**src/rtl/memory_write_arbiter.sv**
```systemverilog
// Round-robin arbiter sharing one memory write port among NUM_REQ requesters, one transaction in flight.
// Address is held toward memory until the response or a timeout; completion is a one-cycle valid pulse.
package arv_pkg;
  parameter int PHY_ADDR_SIZE = 32;
  parameter int XLEN          = 32;
endpackage

module memory_write_arbiter #(
  parameter int NUM_REQ        = 2,
  parameter int TIMEOUT_CYCLES = 256
) (
  input  logic                                      clk,
  input  logic                                      rst,
  input  logic [NUM_REQ-1:0]                        req_wr_en_i,
  input  logic [NUM_REQ*arv_pkg::PHY_ADDR_SIZE-1:0] req_wr_addr_i,
  output logic [arv_pkg::XLEN-1:0]                  req_wr_data_o,
  output logic [NUM_REQ-1:0]                        req_wr_valid_o,
  output logic                                      mem_wr_en_o,
  output logic [arv_pkg::PHY_ADDR_SIZE-1:0]         mem_wr_addr_o,
  input  logic [arv_pkg::XLEN-1:0]                  mem_wr_data_i,
  input  logic                                      mem_wr_valid_i,
  output logic [NUM_REQ-1:0]                        grant_o,
  output logic                                      busy_o,
  output logic                                      timeout_o
);
  localparam int AW = arv_pkg::PHY_ADDR_SIZE;
  localparam int DW = arv_pkg::XLEN;
  localparam int GW = (NUM_REQ > 1) ? $clog2(NUM_REQ) : 1;
  localparam int CW = (TIMEOUT_CYCLES > 1) ? $clog2(TIMEOUT_CYCLES) : 1;

  typedef enum logic [1:0] {S_IDLE, S_ISSUE, S_RESP} state_t;

  state_t            r_state;
  state_t            w_state_nxt;
  logic [GW-1:0]     r_rr_ptr;
  logic [GW-1:0]     r_grant;
  logic [AW-1:0]     r_addr;
  logic [DW-1:0]     r_data;
  logic [CW-1:0]     r_to_cnt;
  logic              r_to_flag;

  logic [AW-1:0]     w_addr_arr [NUM_REQ];
  logic [GW-1:0]     w_win_idx;
  logic [GW-1:0]     w_scan_idx;
  logic              w_win_vld;
  logic              w_to_hit;
  logic [GW-1:0]     w_ptr_nxt;
  logic [NUM_REQ-1:0] w_grant_oh;

  for (genvar g = 0; g < NUM_REQ; g++) begin : g_addr
    assign w_addr_arr[g] = req_wr_addr_i[g*AW +: AW];
  end

  // Scan from the highest offset down so the slot closest to rr_ptr is the last (winning) write.
  always_comb begin
    w_win_vld  = 1'b0;
    w_win_idx  = '0;
    w_scan_idx = '0;
    for (int k = NUM_REQ - 1; k >= 0; k--) begin
      w_scan_idx = GW'((int'(r_rr_ptr) + k) % NUM_REQ);
      if (req_wr_en_i[w_scan_idx]) begin
        w_win_vld = 1'b1;
        w_win_idx = w_scan_idx;
      end
    end
  end

  assign w_to_hit  = (TIMEOUT_CYCLES > 0) && (int'(r_to_cnt) == TIMEOUT_CYCLES - 1);
  assign w_ptr_nxt = GW'((int'(r_grant) + 1) % NUM_REQ);

  always_ff @(posedge clk) begin
    if (rst) r_state <= S_IDLE;
    else     r_state <= w_state_nxt;
  end

  always_comb begin
    w_state_nxt = r_state;
    case (r_state)
      S_IDLE:  if (w_win_vld) w_state_nxt = S_ISSUE;
      S_ISSUE: if (mem_wr_valid_i || w_to_hit) w_state_nxt = S_RESP;
      S_RESP:  w_state_nxt = S_IDLE;
      default: w_state_nxt = S_IDLE;
    endcase
  end

  always_ff @(posedge clk) begin
    if (rst) begin
      r_rr_ptr  <= '0;
      r_grant   <= '0;
      r_addr    <= '0;
      r_data    <= '0;
      r_to_cnt  <= '0;
      r_to_flag <= 1'b0;
    end else begin
      case (r_state)
        S_IDLE: begin
          if (w_win_vld) begin
            r_grant   <= w_win_idx;
            r_addr    <= w_addr_arr[w_win_idx];
            r_to_cnt  <= '0;
            r_to_flag <= 1'b0;
          end
        end
        S_ISSUE: begin
          // A response in the timeout cycle takes priority over the forced completion.
          if (mem_wr_valid_i) begin
            r_data <= mem_wr_data_i;
          end else if (w_to_hit) begin
            r_data    <= '1;
            r_to_flag <= 1'b1;
          end else begin
            r_to_cnt <= r_to_cnt + CW'(1);
          end
        end
        S_RESP:  r_rr_ptr <= w_ptr_nxt;
        default: ;
      endcase
    end
  end

  assign w_grant_oh     = NUM_REQ'(1) << r_grant;
  assign mem_wr_en_o    = (r_state == S_ISSUE);
  assign mem_wr_addr_o  = r_addr;
  assign grant_o        = (r_state != S_IDLE) ? w_grant_oh : '0;
  assign req_wr_valid_o = (r_state == S_RESP) ? w_grant_oh : '0;
  assign req_wr_data_o  = r_data;
  assign busy_o         = (r_state != S_IDLE);
  assign timeout_o      = (r_state == S_RESP) && r_to_flag;

endmodule
```
**config.mk**
```make
export PLATFORM = sky130hd
export DESIGN_NAME = memory_write_arbiter
export DESIGN_NICKNAME = d
export VERILOG_FILES = /design/src/rtl/memory_write_arbiter.sv
export SDC_FILE = /design/constraint.sdc
export NUM_CORES = 1
export LEC_CHECK = 0
export CAP_MARGIN = 10
export CORE_ASPECT_RATIO = 0.5
export CORE_UTILIZATION = 36
export CTS_CLUSTER_DIAMETER = 100
export DETAILED_ROUTE_END_ITERATION = 10
export PLACE_DENSITY = 0.79
export SYNTH_ARGS = -nofsm -noshare
export SYNTH_HDL_FRONTEND = slang
export SYNTH_SLANG_ARGS = --single-unit
export TNS_END_PERCENT = 1
```
**constraint.sdc**
```tcl
create_clock -name clk -period 1.45 [get_ports clk]
set_input_delay 0.145 -clock clk [delete_from_list [all_inputs] [get_ports clk]]
set_output_delay 0.145 -clock clk [all_outputs]
set_load 0.02 [all_outputs]
```
==> results of run 1 <==
## metrics by stage
step                      util [%]  instance area (um^2)  TNS [ps]
after floorplan                  -                  3320         0
after global routing          64.4                  5680     -99.7
after global placement        59.8                  5280     -3600
final                         64.4                  5680         0
after detailed placement      59.8                  5280     -4500
after CTS                     62.8                  5540     -34.1
## sequential cells by signal, indices dropped and copies added, names as in the netlist
name	count
mem_wr_addr_o	32
req_wr_data_o	32
r_rr_ptr	1
r_state	2
r_to_flag	1
r_to_cnt	8
r_grant	1
## power breakdown
| part | internal [mW] | switching, mW | leakage [nW] |
|---|---|---|---|
| Clock | 1.23 | 0.795 | 0.134 |
| Sequential | 2.30 | 0.0907 | 0.635 |
| Combinational | 0.818 | 0.722 | 2.02 |
| Total | 4.34 | 1.61 | 2.79 |
## worst paths after layout
kind              cells past startpoint  slack (ps)                 to         startpoint
setup / recovery                      5          30        r_to_cnt[2]         r_state[1]
setup reg to reg                      5          30        r_to_cnt[2]         r_state[1]
hold reg to reg                       2         500  mem_wr_addr_o[31]  mem_wr_addr_o[31]
hold / removal                        3         290          r_to_flag                rst
## layout by cell type (no fill, tap or decap), drive strengths merged
| master | count |
|---|---|
| inv | 5 |
| or3 | 2 |
| mux2i | 32 |
| a311oi | 1 |
| ha | 1 |
| nand2b | 2 |
| a32oi | 1 |
| a31oi | 1 |
| nand3 | 11 |
| o211ai | 1 |
| and2 | 1 |
| or3b | 1 |
| buf | 27 |
| dlygate4sd2 | 3 |
| o31a | 1 |
| clkdlybuf4s50 | 120 |
| nor2 | 43 |
| nor3 | 3 |
| nor3b | 1 |
| a211oi | 32 |
| clkinv | 3 |
| o221a | 32 |
| o21ai | 5 |
| o21a | 4 |
| clkbuf | 19 |
| a21oi | 7 |
| nand2 | 6 |
| mux2 | 1 |
| dlymetal6s2s | 40 |
| o31ai | 1 |
| dfxtp | 77 |
| nor2b | 1 |
| nand4 | 2 |
| a2bb2oi | 1 |
## cells by family (layout without fill, tap and decap cells)
group / after synthesis / in the layout / synth area share (%)
adders and majority gates: 1 / 1 / 0.376
buffers and inverters: 33 / 217 / 5.61
DFF: 77 / 77 / 46.4
muxes: 33 / 33 / 9.98
AOI/OAI and AO/OA: 87 / 87 / 27.3
and+or+nand+nor: 73 / 73 / 10.4
## what timing repair did
item	4_1_cts	5_1_grt
gates resized for setup	19	58
cloned	0	1
pin swaps	1	3
hold endpoints to repair	0	0
setup endpoints to repair	23	98
## worst max-delay path, stage by stage (launching register included)
cell and delay [ps]:
dfxtp_2 340, buf_4 140, nor3b_4 270, o21ai_4 130
or3_1 320, a21oi_1 140
## final cells by class
cell class	count	area, um^2	share of cell area [%]
clock buffers	12	256	4.51
well taps	117	146	2.58
multi-input cells	194	1640	28.9
clock inverters	2	10.0	0.176
repair buffers	197	2060	36.2
inverters	6	22.5	0.396
flip-flops and latches	77	1550	27.2
## routing by layer
layer  vias up  wire, um  GRT usage, %
met2        94      4380          30.5
met5         -         0             0
met4         0       154          6.76
met1      1413      4000          20.9
li1       1498         -             -
met3        15       596          5.30
==> reports/metrics.yaml, run 1 <==
grt_overflow: 0
track_usage_pct: 17.8
hold_violations: 0
cts_setup_buffers: 0
worstPathRequired_ps: 1710
die_h_um: 69.9
rows: 24
fillers: 698
firstDrtPassIters: 5
yosysSeqAreaShare_pct: 46.4
viasPerCell: 4.99
hold_path_class: "primary input to flip-flop"
clkTransAtPathRegs_ps: 60
synth_top_cell_by_area: "dfxtp_1"
synth.area.top_cells: "dfxtp_1 (46%), a211oi_2 (11%), o221a_1 (10%)"
grt_antenna_before_repair: 0
ios: 172
timing.fmax_mhz: 703
synth_flop_cell: "dfxtp_1"
drt_iter0_markers: 73
finalCritPeriodShare_pct: 98.0
p_per_area_mw_per_mm2: 1050
cts_buffers: 9
synthTopCellsByCount: "dfxtp_1 (77), nor2_1 (42), mux2i_1 (32)"
synth_seq_cells: 77
synth_edf_count: 0
grt_pass1_wl_mm: 13.4
hpwlAfterDp_mm: 6.12
fin_hold_ws_ps: 287
start_util_pct: 37.6
rsz0062_at_grt: "yes"
ys_warn_count: 0
synth_cell_types: 43
dieArea_mm2: 0.00964
drive_above_1_share_pct: 19.3
nets: 587
critical_path_class: "flip-flop to flip-flop"
totalWireLength_mm: 9.13
yosysMostFrequentCell: "dfxtp_1"
synthesis.area_mm2: 0.00332
syn_area_per_cell_um2: 10.9
async_flop_share_pct: 0
period_minus_slack_ps: 1420
final_cells: 605
avgRoutedWirePerCell_um: 15.1
ant_nets: 0
place_ws_ps: -170
setup_viol: 0
max_slew.worst_pin.slew_ps: 363
status: "completed"
mappedNetlistNets: 406
place_inst: 590
fin_ws_ps: 28.5
antennaDiodeCount: 0
maxCapViolations: 0
core_area_mm2: 0.00883
clockRootBuffer: "clkbuf_16"
place.port_buffers: 171
grt_max_degree: 45
hold_buffers: 0
power_mw: 5.95
remaining_drc_errors: 0
fin_skew_ps: 3.54
end_kind: "flip-flop"
synth_top_area_share_pct: 46.4
cts.sinks: 77
relSlewSlack_pct: 75.8
vias: 3020
max-clock-path-buffers: 2
crit_path_max_fanout: 6
startpoint_type: "flip-flop"
clk-insertion-delay-late_ps: 330
grt_pass1_vias: 2814
fp.dieW_um: 138
htree_levels: 3
postSynthCellCount: 304
syn_to_final_growth_pct: 71.0
globalplace.congestion: 0.771
p_leak_nw: 2.79
vdd_drop_max_v: 0.000642
cts_tree: "built"
slew_viol_final: 0
worstPathArrival_ps: 1680
No activity file was read; power rests on OpenSTA's default activity.
==> run 2, diff against run 1 <==
CTS_CLUSTER_SIZE = 12   (was default)
clock period = 1.3 ns   (was 1.45 ns; I/O delays follow)
==> run 2 against run 1 <==
  * The flow now finishes with violations (setup timing)
  * First-iteration DRC count rose by 97%
  * Largest power group unchanged
  * Core utilization fell by 0.26 points
  * Worst setup slack got worse by 120 ps
==> reports/metrics.yaml, run 2 (synthesis results as in run 1) <==
dr_wl_met3_um: 501  # -16%
avgRoutedWirePerCell_um: 15.8  # +4.9%
p_per_area_mw_per_mm2: 1180  # +13%
hold_buffers: 0  # unchanged
antennaDiodeCount: 0  # unchanged
vdd_drop_max_v: 0.000608  # -5.3%
fillers: 763  # +9.3%
grt_pass1_wl_mm: 14.5  # +8.2%
drt_iter0_markers: 144  # +97%
r2r_slack_ps: -90  # -120 ps
drive_above_1_share_pct: 21.8  # +2.5 points
critical_path_class: "flip-flop to flip-flop"
maxCapViolations: 0  # unchanged
failed_checks: "setup timing"
rows: 24  # unchanged
fin_tns_setup_ps: -2620  # -2620 ps
finalCritPeriodShare_pct: 107  # +8.7 points
cts_buffers: 9  # unchanged
syn_to_final_growth_pct: 70.3
rsz0062_at_grt: "yes"
max-clock-path-buffers: 2  # unchanged
seqCellArea_mm2: 0.00155  # +0.49%
end_kind: "flip-flop"
final_cell_mix: "clkdlybuf4s50_1 (99), dfxtp_1 (72), dlygate4sd2_1 (64), nor2_1 (40), mux2i_1 (32)"
globalplace.congestion: 0.829  # +7.5%
ant_nets: 0  # unchanged
crit_path_max_fanout: 17  # +11
grt_pass1_vias: 3010  # +7.0%
timing.fmax_mhz: 721  # +2.5%
die_h_um: 69.9  # unchanged
max_slew.worst_pin.slew_ps: 294  # -68.7 ps
grt_overflow: 0  # unchanged
relSlewSlack_pct: 80.4  # +4.6 points
clk-insertion-delay-late_ps: 330  # about the same
hpwlAfterDp_mm: 6.45  # +5.3%
track_usage_pct: 19.3  # +1.5 points
clkTransAtPathRegs_ps: 60  # about the same
top_layer_used: "met4"
post-route-util_pct: 64.1  # -0.26 points
period_minus_slack_ps: 1390  # -34.6 ps
fin_area_mm2: 0.00566  # -0.40%
ios: 172  # unchanged
vias: 3118  # +3.2%
grt_antenna_before_repair: 0  # unchanged
core_area_mm2: 0.00883  # unchanged
firstDrtPassIters: 4  # -1
place.port_buffers: 171  # unchanged
dieArea_mm2: 0.00964  # unchanged
multi_input_area_mm2: 0.00167  # +1.8%
final_common_cell: "clkdlybuf4s50_1"
place_ws_ps: -268  # -98.2 ps
fin_skew_ps: 3.03  # -0.509 ps
setup_viol: 41  # +41
startpoint_type: "flip-flop"
worstPathArrival_ps: 1610  # -70 ps
viasPerCell: 5.09  # +1.9%
clockRootBuffer: "clkbuf_16"
cts.sinks: 77  # unchanged
fp.dieW_um: 138  # unchanged
power_mw: 6.67  # +12%
p_leak_nw: 2.46  # -12%
nets: 593  # +1.0%
start_util_pct: 37.6  # unchanged
hold_violations: 0  # unchanged
fin_ws_ps: -86.9  # -115 ps
totalWireLength_mm: 9.70  # +6.3%
grt_max_degree: 46  # +2.2%
met2WireLength_mm: 4.83  # +10%
cts_tree: "built"
htree_levels: 3  # unchanged
wl_met1_mm: 4.16  # +4.1%
worstPathRequired_ps: 1520  # -190 ps
status: "complete, but fails checks"
remaining_drc_errors: 0  # unchanged
place_area_mm2: 0.00533  # +1.0%
hold_path_class: "primary input to flip-flop"
slew_viol_final: 0  # unchanged
-- run 2: changes by cell type in the layout (fill, tap and decap cells not counted), moves of 2 or more --
cell             delta
clkbuf_2            -5
dlygate4sd2_1      +61
nor2_1              -2
dfxtp_1             -2
buf_4               +5
clkdlybuf4s15_2     +2
nor2_2              +2
clkdlybuf4s50_1    -21
dlymetal6s2s_1     -40
dfxtp_4             +2
-- run 2: worst paths after layout --
check	startpoint	to	cells past startpoint
max	r_to_cnt[1]	req_wr_data_o[1]	6
min reg2reg	mem_wr_addr_o[1]	mem_wr_addr_o[1]	2
min	rst	req_wr_data_o[10]	3
max reg2reg	r_to_cnt[1]	req_wr_data_o[1]	6
-- run 2: per-stage QoR --
step                      hold slack, ps  cells
after floorplan                      304    304
after global placement               487    594
after detailed placement             481    594
after CTS                            225    610
after global routing                 258    613
final                                239    613
-- run 2: report_power, final --
part           leakage [nW]  switching [mW]  internal (mW)
clock network         0.138           0.957           1.39
logic                  1.69           0.824          0.841
registers             0.636           0.101           2.56
total                  2.46            1.88           4.79
-- run 2: metal layers --
layer,up-vias,GRT usage (%)
met3,16,4.28
met1,1480,22.6
met2,98,33.7
met4,0,8.70
li1,1524,-
met5,-,0
-- run 2: area by class of cell --
| type | instances | area share, % |
|---|---|---|
| Clock buffer | 12 | 4.53 |
| Clock inverter | 4 | 0.398 |
| Inverter | 6 | 0.398 |
| Multi-Input combinational cell | 194 | 29.5 |
| Sequential cell | 77 | 27.4 |
| Tap cell | 117 | 2.59 |
| Timing Repair Buffer | 203 | 35.1 |
-- run 2: worst max-delay path, stage by stage (launching register included) --
cell     delay [ps]
dfxtp_2         330
ha_4            160
nand3_4          90
nor2_2           50
o21a_4          220
buf_12          160
o221a_2         260
-- run 2: what timing repair did --
| item | CTS | global route |
|---|---|---|
| pin swaps | 6 | 19 |
| endpoints found under the setup margin | 141 | 73 |
| gates cloned | 0 | 2 |
| buffers inserted | 0 | 1 |
| resized for setup | 96 | 18 |
